**config.mk**
```make
export PLATFORM = sky130hd
export DESIGN_NAME = stdp_synapse
export DESIGN_NICKNAME = d
export VERILOG_FILES = /design/src/rtl/stdp_synapse.sv
export SDC_FILE = /design/constraint.sdc
export NUM_CORES = 1
export LEC_CHECK = 0
export CELL_PAD_IN_SITES_DETAIL_PLACEMENT = 1
export CELL_PAD_IN_SITES_GLOBAL_PLACEMENT = 2
export CORE_MARGIN = 2
export CORE_UTILIZATION = 32
export DETAILED_ROUTE_END_ITERATION = 7
export GPL_ROUTABILITY_DRIVEN = 0
export HOLD_SLACK_MARGIN = 0.05
export PLACE_DENSITY_LB_ADDON = 0.1
export SYNTH_ARGS = -nofsm -noshare
export SYNTH_HDL_FRONTEND = slang
export SYNTH_SLANG_ARGS = --single-unit
```
**constraint.sdc**
```tcl
create_clock -name clk -period 5.4 [get_ports clk]
set_input_delay 0.81 -clock clk [delete_from_list [all_inputs] [get_ports clk]]
set_output_delay 0.81 -clock clk [all_outputs]
set_load 0.02 [all_outputs]
```
**src/rtl/stdp_synapse.sv**
```systemverilog
`default_nettype none
// ============================================================================
// stdp_synapse
// One plastic synapse: pre/post eligibility traces, pair-based STDP weight
// update and a registered synaptic current. Depression is compiled in only
// when the macro STDP_LTD_EN is defined; otherwise learning is LTP-only.
// Rev 1.0
// ============================================================================
module stdp_synapse #(
  parameter logic [7:0] W_INIT      = 8'd64,
  parameter int         LEARN_SHIFT = 1,
  parameter logic [3:0] TRACE_MAX   = 4'd15
) (
  input  logic       clk,
  input  logic       rst,
  input  logic       pre_spike,
  input  logic       post_spike,
  input  logic       learn_en,
  output logic [7:0] current,
  output logic [7:0] weight,
  output logic [3:0] pre_trace,
  output logic [3:0] post_trace
);

  logic [7:0]        weight_q, weight_d;
  logic [7:0]        current_q, current_d;
  logic [3:0]        pre_trace_q, pre_trace_d;
  logic [3:0]        post_trace_q, post_trace_d;
  logic [3:0]        dp, dd;
  logic signed [9:0] w_sum;

  always_comb begin
    pre_trace_d  = pre_spike  ? TRACE_MAX :
                   ((pre_trace_q  != 4'd0) ? pre_trace_q  - 4'd1 : 4'd0);
    post_trace_d = post_spike ? TRACE_MAX :
                   ((post_trace_q != 4'd0) ? post_trace_q - 4'd1 : 4'd0);

    // Steps use the traces as registered before this edge, not the reloads.
    dp = (post_spike && learn_en) ? (pre_trace_q >> LEARN_SHIFT) : 4'd0;
`ifdef STDP_LTD_EN
    dd = (pre_spike && learn_en) ? (post_trace_q >> LEARN_SHIFT) : 4'd0;
`else
    dd = 4'd0;
`endif

    w_sum = $signed({2'b00, weight_q}) + $signed({6'd0, dp}) - $signed({6'd0, dd});
    if (w_sum < 10'sd0) begin
      weight_d = 8'd0;
    end else if (w_sum > 10'sd255) begin
      weight_d = 8'd255;
    end else begin
      weight_d = w_sum[7:0];
    end

    current_d = pre_spike ? weight_q : 8'd0;
  end

  always_ff @(posedge clk or posedge rst) begin
    if (rst) begin
      weight_q     <= W_INIT;
      current_q    <= 8'd0;
      pre_trace_q  <= 4'd0;
      post_trace_q <= 4'd0;
    end else begin
      weight_q     <= weight_d;
      current_q    <= current_d;
      pre_trace_q  <= pre_trace_d;
      post_trace_q <= post_trace_d;
    end
  end

  assign weight     = weight_q;
  assign current    = current_q;
  assign pre_trace  = pre_trace_q;
  assign post_trace = post_trace_q;

endmodule
`default_nettype wire

```
# Word-level counts from Yosys, hierarchy flattened
# Cells that the tools add are included.
# W data, S select, Z words.
[word_totals]
register_bits = 24
elab_cells = 20
output_inout_bits = 24
[op_classes]
add_sub_neg = 3
n_reduce_logical = 3
magnitude_cmp = 2
mux = 8
[op_table]
columns = ["operator", "count"]
rows = [
  ["$mux W8", 3],
  ["$mux W4", 4],
  ["$add A8 B3 Y9", 1],
  ["$gt A9 B8 Y1 const B", 1],
  ["$lt A9 B1 Y1 const B", 1],
  ["$reduce_bool A4 Y1", 2],
  ["$sub A4 B1 Y4 const B", 2],
  ["$mux W3", 1],
  ["$logic_and A1 B1 Y1", 1],
]

# Depth between registers and ports, before layout
[logic_depth]
ltp_word = 6
mapped_depth = 6
mapped_depth_nobuf = 6

# Least setup slack after synthesis
# OpenSTA, ideal clock, no wires.
[synth_timing]
kind = "in2reg"
from = "in post_spike"
to = "reg weight_q[5], in the netlist weight[5]"
slack_ns = 3.114
arrival_time_ns = 2.161
path_stages = 6
path_cell_list = "and3_1 ha_1 fa_1 a21oi_2 o21ai_0 mux2_2"
[synth_between]
elab_chain_len = 6
word_cells_on_any_way = 7
classes_between = "1 x add/sub; 2 x order compare; 3 x mux; 1 x reduce/logical"
[synth_lines]
columns = ["element", "line", "text"]
rows = [
  ["from (decl)", "17", "input logic post_spike,"],
  ["$logic_and A1 B1 Y1 *", "39", "dp = (post_spike && learn_en) ? (pre_trace_q >> LEARN_SHIFT) : 4'd0;"],
  ["$mux W3 *", "39", ""],
  ["$add A8 B3 Y9 *", "46", "w_sum = $signed({2'b00, weight_q}) + $signed({6'd0, dp}) - $signed({6'd0, dd});"],
  ["$gt A9 B8 Y1", "49", "end else if (w_sum > 10'sd255) begin"],
  ["$mux W8", "49", ""],
  ["$mux W8 *", "47", "if (w_sum < 10'sd0) begin"],
  ["via weight_d[5]", "25", "logic [7:0] weight_q, weight_d;"],
  ["to (signal assigned)", "65", "weight_q <= weight_d;"],
  ["to (decl)", "25", ""],
]
# The timed path passes the listed nets; every way through them passes the cells marked *.

# Final worst setup path
# Ends and elaborated chain as after synthesis.

==> results.sh <==
export IMPL_max_slew_margin_pct=39.2
export IMPL_area_growth_pct=33.8
export IMPL_rsz0062_at_grt="false"
export IMPL_async_reset_ff_share_pct=100
export IMPL_synth_top_area_cell="dfrtp_1"
export IMPL_vias=780
export IMPL_antenna_found_initial=0
export IMPL_postRouteWirelength_mm=2.25
export IMPL_die_area_um2=3780
export IMPL_diodes=0
export IMPL_cap_violations=0
export IMPL_hpwl_mm=1.65
export IMPL_synth_ff_type="dfrtp_1"
export IMPL_hold_class="reg -> reg"
export IMPL_startpoint_type="input pin"
export IMPL_synth_xor_area_share_pct=0.828
export IMPL_grt_usage_pct=13.8
export IMPL_ant_nets=0
export IMPL_end_kind="register"
export IMPL_fin_util_pct=45.6
export IMPL_vdd_drop_max_mv=0.231
export IMPL_grt_max_degree=25
export IMPL_synth_top_area_share_pct=54.4
export IMPL_worst_clock_skew_ps=10.9
export IMPL_clk_path_buf_depth=2
export IMPL_tightest_slew_ps=911
export IMPL_yosysMostFrequentCell="dfrtp_1"
export IMPL_die_h_um=61.5
export IMPL_core_area_um2=3100
export IMPL_status="finished, final reports clean"
export IMPL_die_x_um=61.5
export IMPL_routedWlPerCell_um=13.7
export IMPL_dpl_instance_area_um2=1390
export IMPL_tns_ps=0
export IMPL_cts_setup_buffers=0
export IMPL_syn_nets=98
export IMPL_synth_edff_count=0
export IMPL_clock_latency_ps=310
export IMPL_min_period_ps=2660
export IMPL_pin_count=29
export IMPL_p_leak_nw=0.573
export IMPL_criticalPathCategory="in -> reg"
export IMPL_cellPowerDensity_nw_per_um2=462
export IMPL_nNetsFinal=130
export IMPL_drive_gt1_share_pct=9.17
export IMPL_synthMuxAreaShare_pct=2.13
export IMPL_syn_mean_instance_area_um2=11.9
export IMPL_synth_compound_area_share_pct=13.1
export IMPL_synth_cell_type_count=31
export IMPL_synthesis_instances=89
export IMPL_placementRows=20
export IMPL_cts_tree="yes"
export IMPL_avgViaCountPerCell=4.76
export IMPL_ctsHoldBuffers=0
export IMPL_cts_sinks=24
export IMPL_yosysSeqAreaShare_pct=56.9
export IMPL_ys_ff_latch=24
export IMPL_start_util_pct=34.1
export IMPL_grt_pass1_wl_mm=3.73
export IMPL_finalCritPeriodShare_pct=49.3
export IMPL_synthSimpleGateAreaFrac_pct=20.5
export IMPL_synth_top_family_by_area="simple AND/OR/NAND/NOR gates"
export IMPL_portBuffers=28
export IMPL_dr_pass1_iters=3
export IMPL_grt_pass1_vias=793
export IMPL_setup_viol=0
export IMPL_synthTopCellsByCount="23 x dfrtp_1, 7 x and2_1, 6 x a21oi_1"
export IMPL_grt_overflow=0
export IMPL_synth_area_um2=1060
export IMPL_max_freq_mhz=376
export IMPL_final_hold_viol_count=0
export IMPL_drcViolationCount=0
export IMPL_clockRootBuffer="clkbuf_4"
export IMPL_crit_arrival_ps=2870
export IMPL_drt_iter0_markers=38
export IMPL_ys_warn_count=0
export IMPL_cp_max_fo=7
export IMPL_finalInstanceArea_um2=1420
export IMPL_synthTopCellsByArea="dfrtp_1 54%, and2_1 4.1%, ha_1 3.6%"
export IMPL_final_max_slew_viol_count=0
export IMPL_synth_fa_ha_area_share_pct=5.44
export IMPL_cts_resized=0
export IMPL_clk_pin_slew_worst_paths_ps=130
export IMPL_numCtsBuffers=3
export IMPL_htreeDepth=1
export IMPL_crit_required_ps=5610
-- layout by cell type, fill, tap and decap left out --
cell type and count:
a21boi_0 2, a21oi_1 6, dfrtp_1 23, nand2_1 4, a311oi_1 1, ha_1 3
xnor2_1 1, clkbuf_1 1, clkbuf_4 3, inv_1 2, mux2_1 1, clkdlybuf4s50_1 28
nand3b_1 2, and3b_2 1, mux2_2 1, o31ai_1 4, fa_1 1, dfstp_2 1
nand3_2 1, and2_1 7, nor3_1 3, o21ai_0 3, or3_4 1, nand4_1 1
and3_1 3, nor2_1 2, o21bai_1 3, or4b_1 2, a21oi_2 1, and2_2 1
nand3_1 1, o21ai_2 1, nand2b_1 5
-- critical path, cell delays in order --
cell and delay [ps]:
clkdlybuf4s50_1 510, and3_1 220, ha_1 210, fa_1 420
a21oi_2 290, o21ai_0 130, mux2_2 270
-- final timing paths --
check	from	to	slack, ps	depth (start not counted)
max reg2reg	pre_trace[1]$_DFF_PP0_	weight[5]$_DFF_PP0_	3290	6
min reg2reg	weight[2]$_DFF_PP0_	current[2]$_DFF_PP0_	540	1
min	weight[2]$_DFF_PP0_	current[2]$_DFF_PP0_	540	1
max in group asynchronous	rst	weight[4]$_DFF_PP0_	3850	2
min in group asynchronous	rst	current[0]$_DFF_PP0_	990	2
max	post_spike	weight[5]$_DFF_PP0_	2740	7
-- state kept, by name, summed over array words and instances (netlist names) --
| register | count |
|---|---|
| current | 8 |
| pre_trace | 4 |
| post_trace | 4 |
| weight | 8 |
-- through the flow --
step	std cells	hold slack (ps)	setup WS (ps)	power (mW)
2_1_floorplan	89	588	3110	0.444
3_3_place_gp	160	517	2450	0.579
3_5_place_dp	160	515	2370	0.584
4_1_cts	164	548	2730	0.665
5_1_grt	164	587	2620	0.705
6_report	164	540	2740	0.653
-- report_power, final --
| part | switching, mW | internal (mW) | leakage [nW] |
|---|---|---|---|
| sequential | 0.0589 | 0.233 | 0.273 |
| clock | 0.0500 | 0.0288 | 0.0150 |
| combinational | 0.138 | 0.145 | 0.286 |
-- routing by layer --
| metal | vias to the layer above | track usage (%) | routed length, um |
|---|---|---|---|
| met5 | - | 0 | 0 |
| li1 | 382 | - | - |
| met4 | 0 | 7.29 | 43 |
| met1 | 375 | 18.5 | 1080 |
| met2 | 19 | 21.2 | 1030 |
| met3 | 4 | 2.73 | 94 |
-- logic make-up (layout without fill, tap and decap cells) --
family                     Yosys count  after routing
AOI/OAI and AO/OA                   21             21
xor gates and xnor gates             1              1
adders and majority gates            4              4
buffers and inverters                3             34
DFF                                 24             24
muxes                                2              2
and+or+nand+nor                     34             34
-- cell type report --
cell class | count | area [um2]
Fill cell | 354 | 1690
Sequential cell | 24 | 602
Timing Repair Buffer | 28 | 280
Clock buffer | 4 | 26.3
Inverter | 2 | 7.51
Tap cell | 44 | 55.1
Multi-Input combinational cell | 62 | 444
Power figures use the tool's default switching activity.
